[src/rtl/ps_cmpt_pkg.sv]
// Shared definitions for the compute-instruction issue stage: unit codes,
// instruction field positions, write-enable indices and decoded control layout.
package ps_cmpt_pkg;

  localparam logic [1:0] UNIT_ALU = 2'b00;
  localparam logic [1:0] UNIT_MUL = 2'b01;
  localparam logic [1:0] UNIT_SHF = 2'b10;
  localparam logic [1:0] UNIT_NOP = 2'b11;

  localparam int WE_ALU = 0;
  localparam int WE_MUL = 1;
  localparam int WE_SHF = 2;

  localparam int CNT_W = 3;
  localparam int OP_W  = 7;

  // Field LSB positions; the word is {float, unit, op, dst, rx, ry, sub}.
  function automatic int ry_lsb(input int aw);
    return 2 + 0 * aw;
  endfunction
  function automatic int rx_lsb(input int aw);
    return 2 + aw;
  endfunction
  function automatic int dst_lsb(input int aw);
    return 2 + 2 * aw;
  endfunction
  function automatic int op_lsb(input int aw);
    return 2 + 3 * aw;
  endfunction
  function automatic int unit_lsb(input int aw);
    return 9 + 3 * aw;
  endfunction
  function automatic int float_pos(input int aw);
    return 11 + 3 * aw;
  endfunction

  typedef struct packed {
    logic       cu_float;
    logic [1:0] alu_hc;
    logic [1:0] mul_cls;
    logic [1:0] shf_cls;
    logic [1:0] mul_sc;
    logic [1:0] alu_sc2;
    logic [2:0] alu_sc1;
    logic       mul_otreg;
    logic [3:0] mul_dtsts;
    logic [2:0] w_cuen;
  } ctl_t;

endpackage

[src/rtl/ps_cmpt_scoreboard.sv]
// Per-register in-flight write counters; busy also covers a write still held in the output stage.
// A counter loads LAT-1 because the fire cycle itself is the first cycle of the unit latency.
module ps_cmpt_scoreboard
  import ps_cmpt_pkg::*;
#(
  parameter int RF_AW   = 4,
  parameter int ALU_LAT = 1,
  parameter int MUL_LAT = 3,
  parameter int SHF_LAT = 1
) (
  input  logic                  clk,
  input  logic                  rst,
  input  logic                  load_i,
  input  logic [2:0]            load_we_i,
  input  logic [RF_AW-1:0]      load_addr_i,
  input  logic                  stage_vld_i,
  input  logic [RF_AW-1:0]      stage_addr_i,
  output logic [2**RF_AW-1:0]   busy_o
);

  localparam int NREG = 2 ** RF_AW;
  localparam logic [CNT_W-1:0] ALU_LD = CNT_W'(ALU_LAT - 1);
  localparam logic [CNT_W-1:0] MUL_LD = CNT_W'(MUL_LAT - 1);
  localparam logic [CNT_W-1:0] SHF_LD = CNT_W'(SHF_LAT - 1);

  logic [CNT_W-1:0] cnt_q [NREG];
  logic [CNT_W-1:0] cnt_d [NREG];
  logic [CNT_W-1:0] ld_val;

  always_comb begin
    ld_val = SHF_LD;
    if (load_we_i[WE_ALU])      ld_val = ALU_LD;
    else if (load_we_i[WE_MUL]) ld_val = MUL_LD;
  end

  always_comb begin
    for (int r = 0; r < NREG; r++) begin
      cnt_d[r] = cnt_q[r];
      if (cnt_q[r] != '0) cnt_d[r] = cnt_q[r] - CNT_W'(1);
      if (load_i && load_addr_i == RF_AW'(r)) cnt_d[r] = ld_val;
      busy_o[r] = (cnt_q[r] != '0) || (stage_vld_i && stage_addr_i == RF_AW'(r));
    end
  end

  always_ff @(posedge clk or negedge rst) begin
    if (!rst) cnt_q <= '{default: '0};
    else      cnt_q <= cnt_d;
  end

endmodule

[src/rtl/ps_cmpt_issue.sv]
// Compute-instruction decode/issue: 1-cycle decode into a registered output stage, stalls on RAW/WAW.
// Backpressure: in_ready drops on hazard, flush, or a held stage; PS_CMPT_STATS_EN adds issue/stall counters.
module ps_cmpt_issue
  import ps_cmpt_pkg::*;
#(
  parameter int RF_AW   = 4,
  parameter int ALU_LAT = 1,
  parameter int MUL_LAT = 3,
  parameter int SHF_LAT = 1,
  localparam int IW     = 12 + 3 * RF_AW
) (
  input  logic             clk,
  input  logic             rst,
  input  logic             in_valid,
  output logic             in_ready,
  input  logic [IW-1:0]    in_inst,
  input  logic             flush,
  output logic             out_valid,
  input  logic             out_ready,
  output logic             ps_cu_float,
  output logic [1:0]       ps_alu_hc,
  output logic [1:0]       ps_mul_cls,
  output logic [1:0]       ps_shf_cls,
  output logic [1:0]       ps_mul_sc,
  output logic [1:0]       ps_alu_sc2,
  output logic [2:0]       ps_alu_sc1,
  output logic             ps_mul_otreg,
  output logic [3:0]       ps_mul_dtsts,
  output logic [RF_AW-1:0] ps_xb_rd_a0,
  output logic [RF_AW-1:0] ps_xb_raddy,
  output logic [RF_AW-1:0] ps_xb_wrt_a,
  output logic [2:0]       ps_xb_w_cuEn
`ifdef PS_CMPT_STATS_EN
  ,
  output logic [15:0]      stat_issued,
  output logic [15:0]      stat_stalls
`endif
);

  localparam int NREG = 2 ** RF_AW;

  logic             flt;
  logic [1:0]       unit, sub;
  logic [6:0]       op;
  logic [RF_AW-1:0] dst, rx, ry;

  assign flt  = in_inst[float_pos(RF_AW)];
  assign unit = in_inst[unit_lsb(RF_AW) +: 2];
  assign op   = in_inst[op_lsb(RF_AW) +: OP_W];
  assign dst  = in_inst[dst_lsb(RF_AW) +: RF_AW];
  assign rx   = in_inst[rx_lsb(RF_AW) +: RF_AW];
  assign ry   = in_inst[ry_lsb(RF_AW) +: RF_AW];
  assign sub  = in_inst[1:0];

  ctl_t             dec_ctl, ctl_q, ctl_d;
  logic             rx_used, ry_used, dec_wr;
  logic [RF_AW-1:0] dec_ra, dec_rb, dec_wa;
  logic [RF_AW-1:0] ra_q, ra_d, rb_q, rb_d, wa_q, wa_d;
  logic             out_valid_q, out_valid_d;
  logic [NREG-1:0]  busy;
  logic             hazard, in_fire, out_fire;

  always_comb begin
    dec_ctl = '0;
    rx_used = 1'b0;
    ry_used = 1'b0;
    case (unit)
      UNIT_ALU: begin
        dec_ctl.cu_float       = flt;
        dec_ctl.alu_hc         = op[6:5];
        dec_ctl.alu_sc1        = op[3:1];
        dec_ctl.alu_sc2        = {op[4], op[0]};
        dec_ctl.w_cuen[WE_ALU] = !(!op[6] && op[0] && op[2]);
        rx_used                = 1'b1;
        ry_used                = !op[4];
      end
      UNIT_MUL: begin
        dec_ctl.cu_float       = flt;
        dec_ctl.mul_cls        = op[6:5];
        dec_ctl.mul_otreg      = op[4];
        dec_ctl.mul_dtsts      = op[3:0];
        dec_ctl.mul_sc         = sub;
        dec_ctl.w_cuen[WE_MUL] = !op[4];
        rx_used                = (|op[6:5]) || (op[4] && sub != 2'b11);
        ry_used                = |op[6:5];
      end
      UNIT_SHF: begin
        dec_ctl.cu_float       = flt;
        dec_ctl.shf_cls        = op[4:3];
        dec_ctl.w_cuen[WE_SHF] = 1'b1;
        rx_used                = 1'b1;
        ry_used                = !op[4];
      end
      default: ;
    endcase
  end

  assign dec_wr = |dec_ctl.w_cuen;
  assign dec_ra = rx_used ? rx : '0;
  assign dec_rb = ry_used ? ry : '0;
  assign dec_wa = dec_wr ? dst : '0;

  ps_cmpt_scoreboard #(
    .RF_AW  (RF_AW),
    .ALU_LAT(ALU_LAT),
    .MUL_LAT(MUL_LAT),
    .SHF_LAT(SHF_LAT)
  ) u_sb (
    .clk         (clk),
    .rst         (rst),
    .load_i      (out_fire && (|ctl_q.w_cuen)),
    .load_we_i   (ctl_q.w_cuen),
    .load_addr_i (wa_q),
    .stage_vld_i (out_valid_q && (|ctl_q.w_cuen)),
    .stage_addr_i(wa_q),
    .busy_o      (busy)
  );

  assign hazard   = in_valid && ((rx_used && busy[rx]) || (ry_used && busy[ry]) || (dec_wr && busy[dst]));
  // Flush blocks acceptance even with an empty stage so a discard never overlaps a new load.
  assign in_ready = !hazard && !flush && (!out_valid_q || out_ready);
  assign in_fire  = in_valid && in_ready;
  assign out_fire = out_valid_q && out_ready && !flush;

  always_comb begin
    out_valid_d = out_valid_q;
    ctl_d       = ctl_q;
    ra_d        = ra_q;
    rb_d        = rb_q;
    wa_d        = wa_q;
    if (in_fire) begin
      out_valid_d = 1'b1;
      ctl_d       = dec_ctl;
      ra_d        = dec_ra;
      rb_d        = dec_rb;
      wa_d        = dec_wa;
    end else if (out_fire || flush) begin
      out_valid_d = 1'b0;
      ctl_d       = '0;
      ra_d        = '0;
      rb_d        = '0;
      wa_d        = '0;
    end
  end

  always_ff @(posedge clk or negedge rst) begin
    if (!rst) begin
      out_valid_q <= 1'b0;
      ctl_q       <= '0;
      ra_q        <= '0;
      rb_q        <= '0;
      wa_q        <= '0;
    end else begin
      out_valid_q <= out_valid_d;
      ctl_q       <= ctl_d;
      ra_q        <= ra_d;
      rb_q        <= rb_d;
      wa_q        <= wa_d;
    end
  end

  assign out_valid    = out_valid_q;
  assign ps_cu_float  = ctl_q.cu_float;
  assign ps_alu_hc    = ctl_q.alu_hc;
  assign ps_mul_cls   = ctl_q.mul_cls;
  assign ps_shf_cls   = ctl_q.shf_cls;
  assign ps_mul_sc    = ctl_q.mul_sc;
  assign ps_alu_sc2   = ctl_q.alu_sc2;
  assign ps_alu_sc1   = ctl_q.alu_sc1;
  assign ps_mul_otreg = ctl_q.mul_otreg;
  assign ps_mul_dtsts = ctl_q.mul_dtsts;
  assign ps_xb_rd_a0  = ra_q;
  assign ps_xb_raddy  = rb_q;
  assign ps_xb_wrt_a  = wa_q;
  assign ps_xb_w_cuEn = ctl_q.w_cuen;

`ifdef PS_CMPT_STATS_EN
  logic [15:0] issued_q, stalls_q;

  always_ff @(posedge clk or negedge rst) begin
    if (!rst) begin
      issued_q <= '0;
      stalls_q <= '0;
    end else begin
      if (out_fire && issued_q != 16'hFFFF) issued_q <= issued_q + 16'd1;
      if (in_valid && !in_ready && stalls_q != 16'hFFFF) stalls_q <= stalls_q + 16'd1;
    end
  end

  assign stat_issued = issued_q;
  assign stat_stalls = stalls_q;
`endif

endmodule

[config.mk]
export PLATFORM = sky130hd
export DESIGN_NAME = ps_cmpt_issue
export DESIGN_NICKNAME = d
export VERILOG_FILES = /design/src/rtl/ps_cmpt_pkg.sv /design/src/rtl/ps_cmpt_scoreboard.sv /design/src/rtl/ps_cmpt_issue.sv
export SDC_FILE = /design/constraint.sdc
export NUM_CORES = 1
export LEC_CHECK = 0
export CORE_UTILIZATION = 32
export DETAILED_ROUTE_END_ITERATION = 10
export GPL_ROUTABILITY_DRIVEN = 0
export PLACE_DENSITY = 0.52
export SLEW_MARGIN = 0
export SYNTH_ARGS = -nofsm -noshare
export SYNTH_HDL_FRONTEND = slang
export SYNTH_SLANG_ARGS = --single-unit
[constraint.sdc]
create_clock -name clk -period 2.7 [get_ports clk]
set_input_delay 0.27 -clock clk [delete_from_list [all_inputs] [get_ports clk]]
set_output_delay 0.27 -clock clk [all_outputs]
set_load 0.02 [all_outputs]
Word-level counts from Yosys, hierarchy flattened
Index checks and enable logic that the tools add are counted.
{ "word_totals": {"regBits": 83, "out_inout_bits": 36} }
{ "classes": {"n_addsub": 16, "magnitude_cmp": 3, "eq_ne": 18, "mux": 63, "reduce_logical": 113} }
{ "ops": {"columns": ["cell", "n"], "rows": [
  ["2-to-1 mux 3 bit", 32],
  ["nonzero test 3 bit", 16],
  ["subtractor 3 x 1 -> 3 bit, second input constant", 16],
  ["logical AND 1 bit", 46],
  ["2-to-1 mux 22 bit", 2],
  ["nonzero test 2 bit", 17],
  ["equality test 4 bit, second input constant", 8],
  ["2-to-1 mux 4 bit", 7],
  ["logical OR 1 bit", 21],
  ["equality test 4 x 3 -> 1 bit, second input constant", 4],
  ["< comparator 4 x 5 -> 1 bit, second input constant", 3],
  ["binary-select mux 1 bit (select 4 bit)", 3],
  ["2-to-1 mux 2 bit", 6],
  ["2-to-1 mux 5 bit", 2],
  ["2-to-1 mux 1 bit", 9],
  ["OR reduction 3 bit", 3],
  ["equality test 4 x 2 -> 1 bit, second input constant", 2],
  ["logical NOT 1 bit", 6],
  ["equality test 4 x 1 -> 1 bit, second input constant", 1],
  ["logical NOT 4 bit", 1],
  ["one-hot mux 1 bit (2 select lines)", 2],
  ["OR reduction 2 bit", 2],
  ["equality test 2 x 1 -> 1 bit, second input constant", 1],
  ["equality test 2 bit, second input constant", 1],
  ["2 further kinds", 2]
]} }

Depth between registers and ports, before layout
{ "logic_depth": {"depth_word": 15, "depth_mapped": 13, "mapped_depth_nobuf": 11} }

Cells and area by module
A second synthesis with hierarchy kept.
{ "unflattened": {"hier_cells": 527, "hier_area_um2": 5003.5} }
{ "by_module_without_submodules": {"columns": ["mod", "instances", "cells_per_inst", "area_each_um2", "seq_area_each_um2"], "rows": [
  ["ps_cmpt_scoreboard", 1, 312, 2825.2, 1201.2],
  ["ps_cmpt_issue", 1, 215, 2178.3, 875.8]
]} }

Worst setup path after synthesis
OpenSTA, ideal clock, no wires.
{ "synth_path": {"path_kind": "flip-flop to output port", "start": "reg u_sb.cnt_q[6] (netlist name)", "end": "out in_ready", "arrival_time_ns": 2.648, "required_time_ns": 2.430, "setup_slack_ns": -0.218, "stages_incl_launch_ff": 13, "n_path_buf": 1, "path_cell_list": "dfrtp_1 > inv_1 > ha_1 > ha_1 > clkbuf_1 > inv_1 > a311oi_1 > a2111oi_0 > a31oi_1 > nand4_1 > nor4_4 > nand4b_1 > a221oi_1"} }
{ "synth_between": {"elab_chain_len": 11} }
{ "synth_lines": {"columns": ["element", "line", "rtl"], "rows": [
  ["start: declaration", "ps_cmpt_scoreboard.sv:26", "logic [CNT_W-1:0] cnt_q [NREG];"],
  ["start signal: assignment", "ps_cmpt_scoreboard.sv:47", "else cnt_q <= cnt_d;"],
  ["nonzero test 3 bit (*)", "ps_cmpt_scoreboard.sv:41", "busy_o[r] = (cnt_q[r] != '0) || (stage_vld_i && stage_addr_i == RF_AW'(r));"],
  ["logical OR 1 bit (*)", "ps_cmpt_scoreboard.sv:41", null],
  ["binary-select mux 1 bit (select 4 bit)", "ps_cmpt_issue.sv:119", "assign hazard = in_valid && ((rx_used && busy[rx]) || (ry_used && busy[ry]) || (dec_wr && busy[dst]));"],
  ["2-to-1 mux 1 bit (implied by the code)", "ps_cmpt_issue.sv:119", null],
  ["logical AND 1 bit", "ps_cmpt_issue.sv:119", null],
  ["logical OR 1 bit", "ps_cmpt_issue.sv:119", null],
  ["logical OR 1 bit (*)", "ps_cmpt_issue.sv:119", null],
  ["logical AND 1 bit (*)", "ps_cmpt_issue.sv:119", null],
  ["logical NOT 1 bit (*)", "ps_cmpt_issue.sv:121", "assign in_ready = !hazard && !flush && (!out_valid_q || out_ready);"],
  ["logical AND 1 bit (*) (2 in series)", "ps_cmpt_issue.sv:121", null],
  ["end: declaration", "ps_cmpt_issue.sv:15", "output logic in_ready,"]
]} }
Every way passes the cells marked *; elsewhere a longest branch is shown, timed or not. The select of a mux whose other input is x is not followed.

Worst setup path after layout
{ "layout_path": {"start": "reg ctl_q, in the netlist ps_xb_w_cuEn[2]", "end": "out in_ready"} }
{ "layout_between": {"elab_chain_len": 13} }
{ "layout_lines": {"columns": ["element", "line", "rtl"], "rows": [
  ["start: declaration", "ps_cmpt_issue.sv:55", "ctl_t dec_ctl, ctl_q, ctl_d;"],
  ["start signal: assignment", "ps_cmpt_issue.sv:155", "ctl_q <= ctl_d;"],
  ["OR reduction 3 bit (*)", "ps_cmpt_issue.sv:114", ".stage_vld_i (out_valid_q && (|ctl_q.w_cuen)),"],
  ["logical AND 1 bit (*)", "ps_cmpt_issue.sv:114", null],
  ["logical AND 1 bit", "ps_cmpt_scoreboard.sv:41", null],
  ["logical OR 1 bit", "ps_cmpt_scoreboard.sv:41", null],
  ["binary-select mux 1 bit (select 4 bit)", "ps_cmpt_issue.sv:119", null],
  ["2-to-1 mux 1 bit (implied by the code)", "ps_cmpt_issue.sv:119", null],
  ["logical AND 1 bit", "ps_cmpt_issue.sv:119", null],
  ["logical OR 1 bit", "ps_cmpt_issue.sv:119", null],
  ["logical OR 1 bit (*)", "ps_cmpt_issue.sv:119", null],
  ["logical AND 1 bit (*)", "ps_cmpt_issue.sv:119", null],
  ["logical NOT 1 bit (*)", "ps_cmpt_issue.sv:121", null],
  ["logical AND 1 bit (*) (2 in series)", "ps_cmpt_issue.sv:121", null]
]} }
Marked as above.

==> out/metrics.csv <==
metric,value,unit
outcome,"complete, but fails checks",
violations,negative setup slack,
setup-tns-final,-0.569,ns
yosysTopAreaCell,dfrtp_1,
avgSynthCellArea,8.62,um^2
p_per_area,790,nW/um^2
hold_viol_final,0,
setup_viol,10,
fill_cells,1567,
drc_errors,0,
dr.pass1.iters,6,
rr_worst_depth,12,
top_layer_used,met4,
io_pins,65,
final_nets,867,
synthesis.nets,675,
gr-total-overflow,0,
vdd_ir_drop_max,0.000377,V
r2r_slack,-0.02,ns
synth-edff-count,0,
wl_per_cell,15.6,um
synthTopCellsByCount,"94 x nor2_1, 87 x nand2_1, 83 x dfrtp_1",
cts_tree,built,
num_rows,46,
yosysSeqAreaShare,39.3,%
layout.cells.non_filler,1027,
clk_path_buf_depth,2,
drive_gt1_share,23.9,%
ant_nets,0,
dp_hpwl,12300,um
cp_max_fo,7,
fin_ws,-0.477,ns
portBuffers,64,
initialDrtViolationCount,177,
power_leakage,3.75,nW
synth_cell_type_count,64,
worstReg2RegEnd,ps_mul_sc[1],
cp.arrival,2.91,ns
coreArea,16000,um^2
slew_violations,0,
die_y,131,um
crit_slowest_cell,dfrtp_1,
numCtsBuffers,9,
wl_met2,8020,um
seq_area,2080,um^2
synth_top_cell_area_share,39.3,%
met1_length,6790,um
worstHoldPathType,input port to async pin,
dp.cells,997,
worst_pin_slew,0.813,ns
first_global_vias,5195,
synthArstFlopShare,100,%
fin_skew,0.00615,ns
fmax,0.315,GHz
synth_most_common_cell,nor2_1,
grt_max_degree,49,
crit_chain,o31ai_4 > buf_6 > o31a_1 > a21oi_2 > o31ai_2 > a21oi_2 > nor4_4 > nand4b_1 > a221oi_4 > buf_6,
rsz0062_at_grt,yes,
startpoint_type,flop,
htree_levels,3,
ys.flop_type,dfrtp_1,
crit-reg2reg-launch,ps_xb_wrt_a[2],
slowest_delay,0.42,ns
crit_type,flop to primary output,
drt-total-wl,16000,um
clockRootBuffer,clkbuf_16,
critical_path.top_delay_family,compound AO/OA/AOI/OAI gates,
cp.required,2.43,ns
multi_input_area,2940,um^2
syn_to_final_growth,45.2,%
min_period,3.18,ns
min_period_over_period,118,%
vias_per_cell,4.87,
synth_cells,614,
slew_headroom,45.8,%
clk_pin_slew_worst_paths,0.06,ns
vias,4997,
yosysWarnings,0,
clock_latency,0.35,ns
cts_sinks,83,
startpoint,ps_xb_w_cuEn[2],
dieArea,17100,um^2
wl_met3,744,um
synth-seq-cells,83,
start_util,33.1,%
endpoint_kind,primary output,
dpl-instance-area,7130,um^2
fp.dieW,131,um
antenna_found_initial,0,
antenna_cells,0,
grt_pass1_wl,26300,um
final_util,48.0,%
synth_area,5290,um^2
grtUsageTotal,20.5,%
yosys-top-cells-area,"dfrtp_1 39%, ha_1 7.6%, nor2_1 6.7%",
max_cap_viol_count,0,
cp_num_buf_inv,2,
fin_area,7680,um^2
timing repair:
action / in CTS / in global routing
hold buffers: 1 / 0
hold endpoints to repair: 35 / 0
endpoints found under the setup margin: 34 / 35
cloned: 3 / 0
resized for setup: 20 / 14
pin swaps: 5 / 6
buffers inserted: 2 / 10
report_power, final:
| part | internal, mW | leakage [nW] | switching [mW] | total, mW |
|---|---|---|---|---|
| Sequential | 1.66 | 1.05 | 0.208 | 1.87 |
| Clock | 0.623 | 0.125 | 0.520 | 1.14 |
| Combinational | 1.51 | 2.57 | 1.54 | 3.05 |
| Total | 3.80 | 3.75 | 2.27 | 6.07 |
cell families (layout without fill, tap and decap cells):
family	Yosys count	in the layout	share of synthesized area, %
mux	35	35	6.62
flops	83	83	39.3
fa+ha+maj	32	32	7.57
buf+inv	91	287	7.21
compound gates	113	114	15.6
xor+xnor	20	20	3.31
simple gates	240	240	20.5
routing by layer:
layer / global-route usage (%) / up-vias
met1: 23.3 / 2372
met4: 8.79 / 0
met2: 36.2 / 108
met3: 5.37 / 39
li1: - / 2478
met5: 0 / -
registers in the layout, summed over array words and instances, names as in the netlist, 3 cells and up:
register / flops
ps_xb_rd_a0: 4
ps_xb_w_cuEn: 3
u_sb.cnt_q: 48
ps_mul_dtsts: 4
ps_alu_sc1: 3
ps_xb_wrt_a: 4
ps_xb_raddy: 4
through the flow:
step / power [mW] / setup WS, ns / hold WS (ns)
2_1_floorplan: 3.70 / 0.00729 / -0.0256
3_3_place_gp: 4.64 / -0.739 / 0.262
3_5_place_dp: 4.85 / -0.794 / 0.270
4_1_cts: 6.09 / -0.445 / 0.444
5_1_grt: 6.66 / -0.596 / 0.472
6_report: 6.07 / -0.477 / 0.434
worst reg2reg max path: cells and delay by family, from the launching register on:
kind / cells / cell delay (ns)
AO/OA/AOI/OAI: 3 / 0.80
flip-flops: 1 / 0.49
buffers and inverters: 4 / 0.63
AND/OR/NAND/NOR: 4 / 0.54
multiplexers: 1 / 0.20
placed cells by master, fill, tap and decap left out, drive strengths merged, types with 3 or more instances in the layout:
cell type      count
xor2              17
a21oi             40
clkdlybuf4s50     62
nand3b             5
o21ai              5
o2bb2ai            3
xnor2              3
nor4               4
nor3               3
o311ai             4
mux2i             35
or3                3
a31oi              6
o31a               7
buf              153
nand2             88
nand3              5
clkbuf            10
nor2              94
o31ai              4
ha                32
nor3b              3
inv               56
nor2b              7
nand2b            11
dfrtp             83
nand4              7
clkinvlp           3
and3               3
a211oi            18
worst max-delay path by stage:
stage | cells after the start | endpoint | slack (ns)
finish | 10 | in_ready | -0.48
detailed placement | 10 | in_ready | -0.79
CTS | 10 | in_ready | -0.45
global route | 10 | in_ready | -0.60
floorplan | 9 | in_ready | 0.007
global placement | 10 | in_ready | -0.74
layout make-up:
class                      count  share of cell area [%]
multi-input combinational    441                    38.2
sequential                    83                    27.1
timing repair buffer         216                    24.9
tap                          216                    3.52
clock buffer                  10                    2.98
inverter                      55                    2.69
clock inverter                 6                   0.538
No activity file was read; power rests on OpenSTA's default activity.
==> RTL edit, RTL diff (same settings) <==
`RF_AW` is set to 4 in 2 places; all go to 3.
--- a/src/rtl/ps_cmpt_scoreboard.sv
+++ b/src/rtl/ps_cmpt_scoreboard.sv
@@ -4,5 +4,5 @@
   import ps_cmpt_pkg::*;
 #(
-  parameter int RF_AW   = 4,
+  parameter int RF_AW   = 3,
   parameter int ALU_LAT = 1,
   parameter int MUL_LAT = 3,
--- a/src/rtl/ps_cmpt_issue.sv
+++ b/src/rtl/ps_cmpt_issue.sv
@@ -4,5 +4,5 @@
   import ps_cmpt_pkg::*;
 #(
-  parameter int RF_AW   = 4,
+  parameter int RF_AW   = 3,
   parameter int ALU_LAT = 1,
   parameter int MUL_LAT = 3,
Ports: changed (resized in_inst, ps_xb_raddy, ps_xb_rd_a0 and ps_xb_wrt_a); port bits go from 65 to 59. The function was not compared with the original's and may differ.
==> RTL edit against the unedited design <==
The flow still finishes with violations (negative setup slack); first-iteration DRC count shrank 50%; largest cell class unchanged; count of clock-buffer cells in the layout decreased by 4; critical path depth is 3 lower; synthesized area shrank 40%; combinational power fell by 47%; maximum frequency increased by 15%; largest power group unchanged; clock power shrank 47%; global-route usage decreased by 2.6 points; highest routed layer unchanged; cell area decreased by 39%; worst setup slack gained 0.41 ns; wire length shrank 47%; sequential cell count decreased by 27; critical path type unchanged; total power decreased by 44%.
==> RTL edit: results <==
[status]
status = "complete, but fails checks"
violations = "negative setup slack"

[logic_synthesis]
synth_common_cells = "64 x nand2_1, 56 x dfrtp_1, 43 x nor2_1, 31 x mux2i_1, 28 x inv_1"
ys_async_sr_fraction_pct = 100
synth_area_leaders = "dfrtp_1 44%, mux2i_1 9.7%, nand2_1 7.5%, ha_1 6.3%, nor2_1 5.0%"
synthXorXnorAreaFrac_pct = 2.19
yosysSeqAreaShare_pct = 43.8
syn_nets = 384
synth-adder-area-share_pct = 6.25
synth.distinct_cells = 45
synth_compound_area_share_pct = 11.5
ys.flop_type = "dfrtp_1"
yosys_warnings = 0
synthMuxAreaShare_pct = 11.5

[route]
drtIter0Drc = 89
drtPass1Iterations = 4
ant_nets = 0
vias = 2821
routedWlPerCell_um = 14.2

[grt]
grt_pass1_vias = 2862
grt_pass1_wl_um = 14300
grt_use_total_pct = 17.9
antenna_found_initial = 0
grt_max_degree = 32

[final_layout]
nNetsFinal = 508
num-fill-cells = 951
regArea_sq_um = 1400
largest_register = "u_sb.cnt_q"
diodes = 0
drive_above_1_share_pct = 21.8
largest_reg_flops = 24

[pwr]
ir_drop_mv = 0.307
p_int_mw = 2.20
power_frac_clock_pct = 17.7
pwr-share-comb_pct = 47.8
leakagePower_nw = 2.31

[clock_tree]
clockBufferDepth = 2
cts_max_level = 2
clkLatencyLatePin_ns = 0.32
cts_buffers = 5
cts-root-buf = "clkbuf_8"
clk_pin_slew_worst_paths_ns = 0.11

[sta]
setup_viol = 1
fin_worst_skew_ns = 0.0118
setup_ws_ns = -0.0637
tns_ns = -0.0637
tightest_slew_ns = 0.678
hold_violations = 0

[worst_setup_path]
critPathMaxStageDelay_ns = 0.50
arrival_ns = 2.49
cp_max_fo = 3
crit_family = "compound AO/OA/AOI/OAI gates"
critPathSlowestCell = "mux4_2"

[placed_design]
place_area_sq_um = 4400
portBuffers = 58
hpwl_um = 6450

[worst_hold_path]
hold_class = "in2reg"
-- RTL edit: changes by cell type after synthesis, moves of 5 or more --
| cell | delta |
|---|---|
| a211oi_1 | -10 |
| a21oi_1 | -22 |
| a31oi_1 | -6 |
| buf_2 | -6 |
| clkbuf_1 | -15 |
| dfrtp_1 | -27 |
| ha_1 | -16 |
| inv_1 | -27 |
| nand2_1 | -23 |
| nand3_1 | -5 |
| nand4_1 | -6 |
| nor2_1 | -51 |
| o31a_1 | -6 |
| xor2_1 | -9 |
-- RTL edit: final timing paths --
kind	start	endpoint	slack (ns)	cells past startpoint
setup / recovery	ps_xb_w_cuEn[1]	in_ready	-0.06	7
max in group asynchronous	rst	ps_xb_wrt_a[1]	1.59	3
setup reg to reg	ps_xb_w_cuEn[1]	ps_xb_w_cuEn[2]	0.08	8
min in group asynchronous	rst	u_sb.cnt_q[9]	0.51	2
hold reg to reg	u_sb.cnt_q[5]	u_sb.cnt_q[5]	0.52	2
hold / removal	in_inst[20]	ps_cu_float	0.49	3
-- RTL edit: tightest hold or removal path: stages --
cell,delay (ns)
clkdlybuf4s50_1,0.40
nand2_1,0.06
mux2i_1,0.05
-- RTL edit: metrics by stage --
| stage | cells | setup slack (ns) | total power, mW |
|---|---|---|---|
| after global placement | 586 | -0.306 | 2.69 |
| final | 600 | -0.0637 | 3.40 |
| after global routing | 600 | -0.129 | 3.73 |
| after detailed placement | 586 | -0.312 | 2.74 |
| after CTS | 597 | -0.0661 | 3.39 |
| after floorplan | 342 | 0.136 | 2.16 |
-- RTL edit: final cells by class --
cell class | instances | share of cell area (%)
Multi-Input combinational cell | 246 | 36.7
Sequential cell | 56 | 30.2
Timing Repair Buffer | 129 | 24.7
Tap cell | 133 | 3.57
Inverter | 28 | 2.26
Clock buffer | 6 | 1.77
Clock inverter | 2 | 0.833
-- RTL edit: kinds of logic (layout without fill, tap and decap cells) --
| group | count (synthesis) | in the layout |
|---|---|---|
| AND/OR/NAND/NOR | 136 | 136 |
| flip-flops | 56 | 56 |
| AO/OA/AOI/OAI | 52 | 52 |
| buffers and inverters | 40 | 165 |
| multiplexers | 34 | 34 |
| adder cells (fa/ha/maj) | 16 | 16 |
| XOR/XNOR | 8 | 8 |
-- RTL edit: layer usage --
metal	vias to the layer above	share of wire (%)	wire length, um	GRT usage, %
li1	1402	-	-	-
met2	54	49	4150	30.5
met4	0	0.82	70	3.74
met5	-	0	0	0
met3	7	4.3	369	3.69
met1	1358	46	3910	23.5
-- RTL edit: timing repair --
action,CTS,global route
setup buffers,2,3
endpoints found under the setup margin,1,31
pin swaps,6,6
hold buffers,1,0
hold endpoints to repair,23,0
gates resized for setup,11,12
